--- config.mk ---
export PLATFORM = sky130hd
export DESIGN_NAME = rnd_lfsr_responder_flat
export DESIGN_NICKNAME = d
export VERILOG_FILES = /design/src/rtl/rnd_lfsr_responder_if.sv /design/src/rtl/rnd_lfsr_responder.sv /design/src/flat_wrapper.sv
export SDC_FILE = /design/constraint.sdc
export NUM_CORES = 1
export LEC_CHECK = 0
export CAP_MARGIN = 20
export CORE_ASPECT_RATIO = 0.6
export CORE_UTILIZATION = 43
export CTS_CLUSTER_DIAMETER = 30
export DETAILED_ROUTE_END_ITERATION = 12
export PLACE_DENSITY = 0.78
export SYNTH_ARGS = -nofsm -noshare
export SYNTH_HDL_FRONTEND = slang
export SYNTH_SLANG_ARGS = --single-unit
--- constraint.sdc ---
create_clock -name clk -period 1.4 [get_ports clk]
set_input_delay 0.14 -clock clk [delete_from_list [all_inputs] [get_ports clk]]
set_output_delay 0.14 -clock clk [all_outputs]
set_load 0.02 [all_outputs]
--- src/rtl/rnd_lfsr_responder_if.sv ---
// RND handshake bundle between the MU0 RND controller and the LFSR responder.
// master = controller (req/ack/seed), slave = responder (busy/valid/data).
interface rnd_lfsr_responder_if #(
  parameter int WIDTH = 16
);
  logic             rnd_req;
  logic             rnd_ack;
  logic             seed_we;
  logic [WIDTH-1:0] seed_data;
  logic             rnd_busy;
  logic             rnd_valid;
  logic [WIDTH-1:0] rnd_data;

  modport master (
    output rnd_req,
    output rnd_ack,
    output seed_we,
    output seed_data,
    input  rnd_busy,
    input  rnd_valid,
    input  rnd_data
  );

  modport slave (
    input  rnd_req,
    input  rnd_ack,
    input  seed_we,
    input  seed_data,
    output rnd_busy,
    output rnd_valid,
    output rnd_data
  );
endinterface

--- src/rtl/rnd_lfsr_responder.sv ---
// RND responder: answers each request with a fresh Galois LFSR word.
// Ports: clk, rst (sync, active-high), bus (slave side of the RND bundle).
module rnd_lfsr_responder #(
  parameter int               WIDTH        = 16,
  parameter logic [WIDTH-1:0] TAPS         = 16'hB400,
  parameter logic [WIDTH-1:0] SEED_DEFAULT = 16'hACE1,
  parameter int               STEPS        = 4
) (
  input  logic clk,
  input  logic rst,
  rnd_lfsr_responder_if.slave bus
);

  typedef enum logic [1:0] {
    S_IDLE  = 2'd0,
    S_SHIFT = 2'd1,
    S_READY = 2'd2
  } state_t;

  localparam logic [3:0] LAST = 4'(STEPS - 1);

  state_t           r_state;
  state_t           w_state_nxt;
  logic [3:0]       r_cnt;
  logic [3:0]       w_cnt_nxt;
  logic [WIDTH-1:0] r_lfsr;
  logic [WIDTH-1:0] w_lfsr_nxt;
  logic [WIDTH-1:0] w_seed;
  logic [WIDTH-1:0] w_base;
  logic [WIDTH-1:0] w_step;

  // Zero would lock the LFSR up, so it is replaced on load.
  assign w_seed = (bus.seed_data == '0)
                ? SEED_DEFAULT : bus.seed_data;

  // A seed written with the request is the first word stepped.
  assign w_base = (r_state == S_IDLE && bus.seed_we)
                ? w_seed : r_lfsr;

  assign w_step = (r_lfsr >> 1)
                ^ (r_lfsr[0] ? TAPS : '0);

  always_comb begin
    w_state_nxt = r_state;
    w_cnt_nxt   = r_cnt;
    w_lfsr_nxt  = r_lfsr;
    case (r_state)
      S_IDLE: begin
        w_lfsr_nxt = w_base;
        if (bus.rnd_req) begin
          w_cnt_nxt   = 4'd0;
          w_state_nxt = S_SHIFT;
        end
      end
      S_SHIFT: begin
        w_lfsr_nxt = w_step;
        w_cnt_nxt  = r_cnt + 4'd1;
        if (r_cnt == LAST)
          w_state_nxt = S_READY;
      end
      S_READY: begin
        if (bus.rnd_ack)
          w_state_nxt = S_IDLE;
      end
      default: begin
        w_state_nxt = S_IDLE;
      end
    endcase
  end

  always_ff @(posedge clk) begin
    if (rst) begin
      r_state <= S_IDLE;
      r_cnt   <= 4'd0;
      r_lfsr  <= SEED_DEFAULT;
    end else begin
      r_state <= w_state_nxt;
      r_cnt   <= w_cnt_nxt;
      r_lfsr  <= w_lfsr_nxt;
    end
  end

  assign bus.rnd_busy  = (r_state == S_SHIFT);
  assign bus.rnd_valid = (r_state == S_READY);
  assign bus.rnd_data  = r_lfsr;

endmodule

--- src/flat_wrapper.sv ---
// flat-port wrapper written by rule: the top's interface ports become plain ports
module rnd_lfsr_responder_flat 
#(
  parameter int               WIDTH        = 16,
  parameter logic [WIDTH-1:0] TAPS         = 16'hB400,
  parameter logic [WIDTH-1:0] SEED_DEFAULT = 16'hACE1,
  parameter int               STEPS        = 4
)
  (clk, rst, bus_rnd_req, bus_rnd_ack, bus_seed_we, bus_seed_data, bus_rnd_busy, bus_rnd_valid, bus_rnd_data);
  rnd_lfsr_responder_if #(.WIDTH(WIDTH)) bus_i ();
  input  logic clk;
  input  logic rst;
  input wire logic [$bits(bus_i.rnd_req)-1:0] bus_rnd_req;
  input wire logic [$bits(bus_i.rnd_ack)-1:0] bus_rnd_ack;
  input wire logic [$bits(bus_i.seed_we)-1:0] bus_seed_we;
  input wire logic [$bits(bus_i.seed_data)-1:0] bus_seed_data;
  output wire logic [$bits(bus_i.rnd_busy)-1:0] bus_rnd_busy;
  output wire logic [$bits(bus_i.rnd_valid)-1:0] bus_rnd_valid;
  output wire logic [$bits(bus_i.rnd_data)-1:0] bus_rnd_data;
  assign bus_i.rnd_req = bus_rnd_req;
  assign bus_i.rnd_ack = bus_rnd_ack;
  assign bus_i.seed_we = bus_seed_we;
  assign bus_i.seed_data = bus_seed_data;
  assign bus_rnd_busy = bus_i.rnd_busy;
  assign bus_rnd_valid = bus_i.rnd_valid;
  assign bus_rnd_data = bus_i.rnd_data;
  rnd_lfsr_responder #(.WIDTH(WIDTH), .TAPS(TAPS), .SEED_DEFAULT(SEED_DEFAULT), .STEPS(STEPS)) u_core (.clk(clk), .rst(rst), .bus(bus_i));
endmodule
# ---- After elaboration in Yosys (flattened, before gate mapping)
# Cells that the tools add are included.
dict set report op_classes {
  add_sub_neg 1
  n_eq_ne 7
  n_mux 10
  n_bitwise 1
  n_reduce_logical 7
}
# operator count
set op_table {}
lappend op_table {{16-bit two-way mux} 3}
lappend op_table {{16-bit one-hot mux with 2 select lines} 1}
lappend op_table {{16-bit logical NOT} 1}
lappend op_table {{15-bit by 16-bit bitwise XOR with 16-bit output} 1}
lappend op_table {{4-bit one-hot mux with 2 select lines} 1}
lappend op_table {{2-bit two-way mux} 3}
lappend op_table {{2-bit inequality test, second input constant} 3}
lappend op_table {{2-bit one-hot mux with 3 select lines} 1}
lappend op_table {{4-bit by 1-bit adder with 4-bit output, second input constant} 1}
lappend op_table {{4-bit by 2-bit equality test with 1-bit output, second input constant} 1}
lappend op_table {{4-bit two-way mux} 1}
lappend op_table {{2-bit AND reduction} 2}
lappend op_table {{3-bit AND reduction} 1}
lappend op_table {{2-bit by 1-bit equality test with 1-bit output, second input constant} 1}
lappend op_table {{2-bit equality test, second input constant} 1}
lappend op_table {{2-bit logical NOT} 1}
lappend op_table {{2-bit by 1-bit inequality test with 1-bit output, second input constant} 1}
lappend op_table {{2-bit nonzero test} 1}
lappend op_table {{1-bit logical AND} 1}
dict set report totals {
  reg_bits 22
  in_bits 21
  out_inout_bits 18
}

# ---- Depth between registers and ports, before layout
# Gate-level depths: netlist of run 1.
dict set report logic_depth {
  depth_word 4
  mapped_depth 7
  mapped_depth_nobuf 5
}

# ---- Worst setup path after synthesis of run 1
# Ideal clock, no wire load.
dict set report synth_timing {
  kind {register -> register}
  start {register u_core.r_state[1]}
  end {register u_core.r_lfsr[13], in the netlist u_core.bus.rnd_data[13]}
  setup_time_ps 121
  arrival_time_ps 1123
  setup_slack_ps 156
  path_stages_with_launch 6
  n_path_buf 0
  synth_period_minus_slack_ps 1244
  cell_sequence {dfxtp_1 nand2b_1 inv_2 a41o_1 o221ai_1 nand2_1}
}
# element line_no
set synth_rtl {}
lappend synth_rtl {{start: declaration} rnd_lfsr_responder.sv:22} ;# state_t r_state;
lappend synth_rtl {{start signal: assignment} rnd_lfsr_responder.sv:77} ;# r_state <= w_state_nxt;
lappend synth_rtl {{2-bit by 1-bit equality test with 1-bit output *} --}
lappend synth_rtl {{net bus_rnd_busy} flat_wrapper.sv:17} ;# output wire logic [$bits(bus_i.rnd_busy)-1:0] bus_rnd_busy;
lappend synth_rtl {{2-bit nonzero test (no line)} --}
lappend synth_rtl {{2-bit AND reduction (no line)} --}
lappend synth_rtl {{end signal: assignment} rnd_lfsr_responder.sv:79} ;# r_lfsr <= w_lfsr_nxt;
lappend synth_rtl {{end: declaration} rnd_lfsr_responder.sv:26} ;# logic [WIDTH-1:0] r_lfsr;
# The timed path passes the listed nets; every way through them passes the cells marked *.
# A chain may end at the register's enable or synchronous reset.

# ---- Worst setup path in the final report of run 1
dict set report layout_timing {
  start {register u_core.r_lfsr[0], in the netlist u_core.bus.rnd_data[0]}
  end {output port bus_rnd_data[0]}
}
# element line_no
set layout_rtl {}
lappend layout_rtl {{end: declaration} flat_wrapper.sv:19} ;# output wire logic [$bits(bus_i.rnd_data)-1:0] bus_rnd_data;
# No word-level cell between the ends.

==> summary.txt, run 1 <==
Run status
  • Outcome: complete, no violations

Floorplan
  • Die width: 66.32 µm
  • Die area: 0.002692 mm²
  • Num rows: 13
  • Starting density of the core: 47.55%
  • Die height: 40.59 µm
  • Ports: 39
  • Core Area: 0.002245 mm²

Yosys
  • Post-synthesis sequential area ratio: 41.27%
  • Syn_nets: 154
  • Cell Area, Synth: 0.001067 mm²
  • Gate Count Post-Synth: 132
  • Ys Warns: 0
  • Count of cell types in the netlist: 32
  • Top FF cell, synth: dfxtp_1
  • Yosys reg bits: 22
  • Fraction of registers with async set/reset: 0%
  • Cell taking the most area after synthesis: dfxtp_1
  • Post-synth EDFFs: 0
  • Synthesized area per cell: 8.085 µm²
  • Synth area leaders: dfxtp_1, nor2_1, a2bb2oi_1, nor3_1, o22ai_1
  • Top-area cell type share of the netlist area: 41.27%

Worst setup path
  • CP max-delay cell: clkdlybuf4s50_1
  • Critical path's top delay family: buffers and inverters
  • Worst Setup End Kind: primary output
  • Crit Path Class: register to primary output
  • Max Fanout on Critical Path: 2
  • Worst R2R Start: u_core.r_state[1]
  • Worst path bufs/invs: 1
  • Register-to-register setup slack: 0.08 ns
  • CP max stage delay: 0.61 ns
  • CP Launch Type: register
  • Data required, critical path: 1.26 ns
  • Critical Path Start: u_core.bus.rnd_data[0]
  • CP arrival: 1.21 ns
  • Cell Chain, Critical Path: clkdlybuf4s50_1

Placement
  • Port Buffers: 38
  • Final HPWL DP: 2420 µm
  • Post-DP Area: 0.001605 mm²
  • Placed cell count: 210
  • Gpl congestion: 0.8153

Cells and area
  • Share of cells above drive strength 1: 21.20%
  • Commonest non-fill, non-tap cell in the layout: nor2_1
  • Design area: 0.001728 mm²
  • Nets: 208
  • P&R area growth vs syn: 61.90%
  • Most frequent cells in the layout: nor2_1, clkdlybuf4s50_1, dfxtp_1
  • Post-Layout Cell Count: 214
  • Inserted Diodes: 0

Clocking
  • H-tree depth: 1
  • Clock transition at the registers of the reported paths: 0.08 ns
  • Bufs on Longest Clock Path: 2
  • Clock Root Buffer: clkbuf_8
  • Total CTS buffers: 3
  • # clock sinks: 22
  • CTS Hold Buffers Added: 0
  • CTS tree: built
  • Worst skew pair latency: 0.26 ns

Routing
  • Residual DRC: 0
  • 1st-pass router iterations: 4
  • DR vias: 1206
  • Via/cell ratio: 5.636
  • Antenna-violating nets left: 0
  • WL/cell: 16.19 µm
  • Initial DRC count: 106
  • Post-Route WL: 3465 µm

Power and ir drop
  • Peak supply drop: 0.0007616 V
  • Static Leak: 0.7755 nW
  • Cell Pwr Density: 927.4 mW/mm²

Global route
  • First-pass GRT wire length: 5147 µm
  • Largest net degree at the start of global routing: 23
  • Grt total ovfl: 0
  • Antenna violations before repair: 0
  • Gr usage total: 26.89%
  • Vias in the first global route: 1135

Run
  • Max Cap Violations: 0

Timing
  • Slew headroom: 74.57%
  • Worst Max-Slew Pin Slew: 0.3807 ns
  • Min Hold Slack: 0.5247 ns
  • # setup viols final: 0
  • Final period util: 96.76%
  • Min cycle time layout: 1.355 ns
  • RSZ-0062 raised after global routing: yes
  • Final hold violations: 0
  • Final slew viol count: 0
  • Clock Skews: 0.001763 ns
  • Max Freq: 0.7382 GHz

Min path
  • Worst Min Path Start: u_core.bus.rnd_data[2]
  • Worst Hold Class: register to register
[sequential cells by signal (all words and copies together) (netlist names)]
register / flops
u_core.bus.rnd_data: 16
u_core.r_cnt: 4
u_core.r_state: 2
[logic make-up after synthesis]
family          Yosys count  synth area share (%)
compound gates           39                 24.38
xor+xnor                  3                 2.462
fa+ha+maj                 1                 1.172
buf+inv                  11                 5.157
flops                    22                 41.27
mux                       1                 1.055
simple gates             55                 24.50
[timing repair]
action / 4_1_cts / 5_1_grt
setup endpoints to repair: 15 / 23
buffers inserted: 0 / 1
pin swaps: 0 / 1
resized for setup: 10 / 20
[Yosys cell counts, types with 2 or more instances]
cell type	count
nor4_1	4
nor3_1	9
nor2b_1	2
buf_2	4
o21ai_1	7
a2bb2oi_1	7
dfxtp_1	22
xor2_1	2
a21oi_1	8
nor2_1	30
clkbuf_1	3
nand2_1	2
a21oi_2	3
nand2b_1	3
o22ai_1	7
a22oi_1	3
[routing by layer]
metal | vias to the layer above | track usage [%] | share of wire, %
met3 | 7 | 7.670 | 5.9
met2 | 48 | 46.43 | 48
met1 | 570 | 32.50 | 44
met4 | 0 | 11.17 | 1.2
li1 | 581 | - | -
met5 | - | 0 | 0
[layout make-up]
cell class	instances	area, µm²
clock buffer	3	41.29
fill	156	516.7
inverter	2	11.26
multi-input combinational	99	619.3
sequential	22	441.7
tap	30	37.54
timing repair buffer	58	576.8
[stage by stage]
stage	setup TNS [ns]	worst slack [ns]	total power, mW	util, %
2_1_floorplan	0	0.1560	0.9591	-
3_5_place_dp	-2.234	-0.3079	1.203	71.52
6_report	0	0.04540	1.602	76.98
4_1_cts	0	0.001470	1.581	73.24
3_3_place_gp	-2.225	-0.2935	1.191	71.52
5_1_grt	-0.03700	-0.02037	1.655	76.98
[path summary, 6_finish.rpt]
kind / cells past startpoint / to
setup / recovery: 1 / bus_rnd_data[0]
hold / removal: 2 / u_core.bus.rnd_data[2]
setup reg to reg: 5 / u_core.bus.rnd_data[5]
hold reg to reg: 2 / u_core.bus.rnd_data[2]
[report_power, final]
group	internal [mW]	switching, mW	total [mW]
Clock	0.192	0.208	0.400
Combinational	0.246	0.233	0.479
Sequential	0.676	0.0473	0.724
No activity file was read; power rests on OpenSTA's default activity.
==> inputs of run 2 (changes only) <==
- CTS_CLUSTER_SIZE: unset -> 12
==> results of run 2 <==
The final DEF is identical to that of run 1; final timing and power are the same.
==> inputs of run 3 (changes only) <==
- HOLD_SLACK_MARGIN: unset -> 0.06
- clock period: 1.4 -> 1.54 ns (I/O delays scaled with it)
==> run 3 against run 2 <==
Against the previous run: first-iteration DRC count fell by 24%; total power fell by 7.7%; worst hold slack got worse by 0.0081 ns; sequential power fell by 8.6%; non-clock buffer count fell by 6; clock skew rose by 0.0025 ns; via count fell by 4.0%; die area did not move; global-route usage fell by 1.9 points; highest routed layer unchanged; sequential cell count did not move; cell area fell by 7.6%; critical path depth did not move.
==> summary.txt, run 3 (synthesized netlist as in run 1, its figures left out) <==
Run status
  • Outcome: complete, no violations

Timing
  • Final setup margin: 0.08767 ns (+0.04227 ns)
  • Final period util: 94.31%
  • Max Freq: 0.6885 GHz
  • Min cycle time layout: 1.452 ns
  • Final hold violations: 0 (unchanged)
  • Slew headroom: 62.22% (-12 points)
  • # setup viols final: 0 (unchanged)
  • RSZ-0062 raised after global routing: no
  • Clock Skews: 0.004290 ns (+0.002527 ns)
  • Worst Max-Slew Pin Slew: 0.5666 ns (+0.1860 ns)
  • Final slew viol count: 0 (unchanged)

Routing
  • Antenna-violating nets left: 0 (unchanged)
  • DR vias: 1158 (-4.0%)
  • Initial DRC count: 81 (-24%)
  • Post-Route WL: 3139 µm (-9.4%)
  • WL/cell: 15.02 µm (-7.2%)
  • 1st-pass router iterations: 4 (unchanged)
  • Residual DRC: 0 (unchanged)
  • Routed length on met1: 1460 µm (-5.2%)
  • Via/cell ratio: 5.541 (-1.7%)
  • Wire length on met3: 210 µm (+1.9%)
  • Metal2 WL: 1422 µm (-15%)
  • Top routing layer in use: met4

Worst setup path
  • Worst path bufs/invs: 1 (unchanged)
  • Data required, critical path: 1.39 ns (+0.13 ns)
  • CP arrival: 1.30 ns (+0.09 ns)
  • Critical path's top delay family: buffers and inverters
  • Critical path depth: 1 (unchanged)
  • Worst Setup End Kind: primary output
  • Max Fanout on Critical Path: 3 (+1)
  • Critical Path Start: u_core.bus.rnd_data[13]
  • Worst-case reg-to-reg path depth: 4 (-1)
  • Critical R2R Capture: u_core.bus.rnd_data[6]
  • Crit Path Class: register to primary output
  • Worst R2R Start: u_core.r_state[1]
  • CP max-delay cell: clkdlybuf4s50_1
  • CP endpoint: bus_rnd_data[13]
  • CP max stage delay: 0.63 ns (+0.02 ns)
  • CP Launch Type: register
  • Cell Chain, Critical Path: clkdlybuf4s50_1
  • Register-to-register setup slack: 0.09 ns (about the same)

Power and ir drop
  • Peak supply drop: 0.0004526 V (-41%)
  • Tot Pwr: 1.479 mW (-7.7%)
  • Cell Pwr Density: 926.3 mW/mm² (-0.12%)
  • Static Leak: 0.6491 nW (-16%)

Cells and area
  • Share of cells above drive strength 1: 15.08% (-6.1 points)
  • Fill cells: 171 (+9.6%)
  • P&R area growth vs syn: 49.59%
  • Design area: 0.001597 mm² (-7.6%)
  • Most frequent cells in the layout: clkdlybuf4s50_1, nor2_1, dfxtp_1
  • Inserted Diodes: 0 (unchanged)
  • Multi-input gate area: 573.1 µm² (-7.5%)
  • FF/Latch Area: 441.7 µm² (unchanged)
  • Nets: 202 (-2.9%)
  • Max FFs per register: 16 (unchanged)
  • Commonest non-fill, non-tap cell in the layout: clkdlybuf4s50_1

Floorplan
  • Core Area: 0.002245 mm² (unchanged)
  • Die height: 40.59 µm (unchanged)
  • Starting density of the core: 47.55% (unchanged)
  • Ports: 39 (unchanged)
  • Die area: 0.002692 mm² (unchanged)
  • Num rows: 13 (unchanged)
  • Die width: 66.32 µm (unchanged)

Placement
  • Gpl congestion: 0.8027 (-1.5%)
  • Pre-CTS setup slack: -0.1558 ns (+0.1522 ns)
  • Post-DP Area: 0.001543 mm² (-3.9%)
  • Port Buffers: 38 (unchanged)
  • Final HPWL DP: 2344 µm (-3.2%)

Clocking
  • H-tree depth: 1 (unchanged)
  • Worst skew pair latency: 0.27 ns (about the same)
  • CTS Hold Buffers Added: 0 (unchanged)
  • Clock transition at the registers of the reported paths: 0.08 ns (about the same)
  • # clock sinks: 22 (unchanged)
  • Clock Root Buffer: clkbuf_8
  • Bufs on Longest Clock Path: 2 (unchanged)
  • Total CTS buffers: 3 (unchanged)
  • CTS tree: built

Run
  • Max Cap Violations: 0 (unchanged)

Global route
  • First-pass GRT wire length: 4664 µm (-9.4%)
  • Gr usage total: 25.02% (-1.9 points)
  • Vias in the first global route: 985 (-13%)
  • Largest net degree at the start of global routing: 23 (unchanged)
  • Antenna violations before repair: 0 (unchanged)
  • Grt total ovfl: 0 (unchanged)

Min path
  • Worst Hold Class: register to register
[run 3: cell types whose count changed in the layout (fill, tap and decap cells not counted), moves of 2 or more]
cell / delta
clkdlybuf4s50_1: +14
a21oi_2: -2
nor4_2: -2
a21oi_1: +2
dlygate4sd2_1: -3
buf_12: -2
buf_4: -3
nor4_1: +3
dlymetal6s2s_1: -10
[run 3: worst min path at each step]
stage	slack [ns]	depth (start not counted)	endpoint	start
finish	0.52	2	u_core.bus.rnd_data[3]	u_core.bus.rnd_data[3]
global route	0.54	2	u_core.bus.rnd_data[12]	u_core.bus.rnd_data[12]
CTS	0.52	2	u_core.bus.rnd_data[3]	u_core.bus.rnd_data[3]
detailed placement	0.50	2	u_core.bus.rnd_data[12]	u_core.bus.rnd_data[12]
global placement	0.50	2	u_core.bus.rnd_data[7]	u_core.bus.rnd_data[7]
floorplan	0.26	2	u_core.bus.rnd_data[5]	rst
[run 3: worst min-delay path: stages (launching register included)]
cell     delay, ns
dfxtp_1       0.33
nor2_1        0.10
nor3_1        0.04
[run 3: repair_timing]
action,4_1_cts,5_1_grt
hold endpoints to repair,0,0
gates resized for setup,4,1
setup buffers,0,0
setup endpoints to repair,3,7
[run 3: metrics by stage]
stage	TNS (ns)	instances	hold WS (ns)	util (%)
2_1_floorplan	0	132	0.2589	-
3_3_place_gp	-1.136	205	0.4955	68.73
3_5_place_dp	-1.119	205	0.4998	68.73
4_1_cts	0	209	0.5151	71.07
5_1_grt	0	209	0.5399	71.13
6_report	0	209	0.5165	71.13
[run 3: routing by layer]
layer	vias up	track usage [%]
met1	538	32.17
li1	566	-
met4	0	10.64
met5	-	0
met3	6	7.386
met2	48	39.80
[run 3: final cells by class]
| type | instances | share of cell area, % |
|---|---|---|
| inverters | 2 | 0.4702 |
| flip-flops and latches | 22 | 27.66 |
| multi-input cells | 99 | 35.89 |
| well taps | 30 | 2.351 |
| clock buffers | 4 | 3.448 |
| repair buffers | 52 | 30.17 |
[run 3: power breakdown]
group | switching (mW) | leakage [nW] | internal, mW | total [mW]
registers | 0.0469 | 0.183 | 0.615 | 0.662
clock network | 0.192 | 0.0288 | 0.228 | 0.420
logic | 0.191 | 0.438 | 0.206 | 0.397
total | 0.430 | 0.649 | 1.05 | 1.48
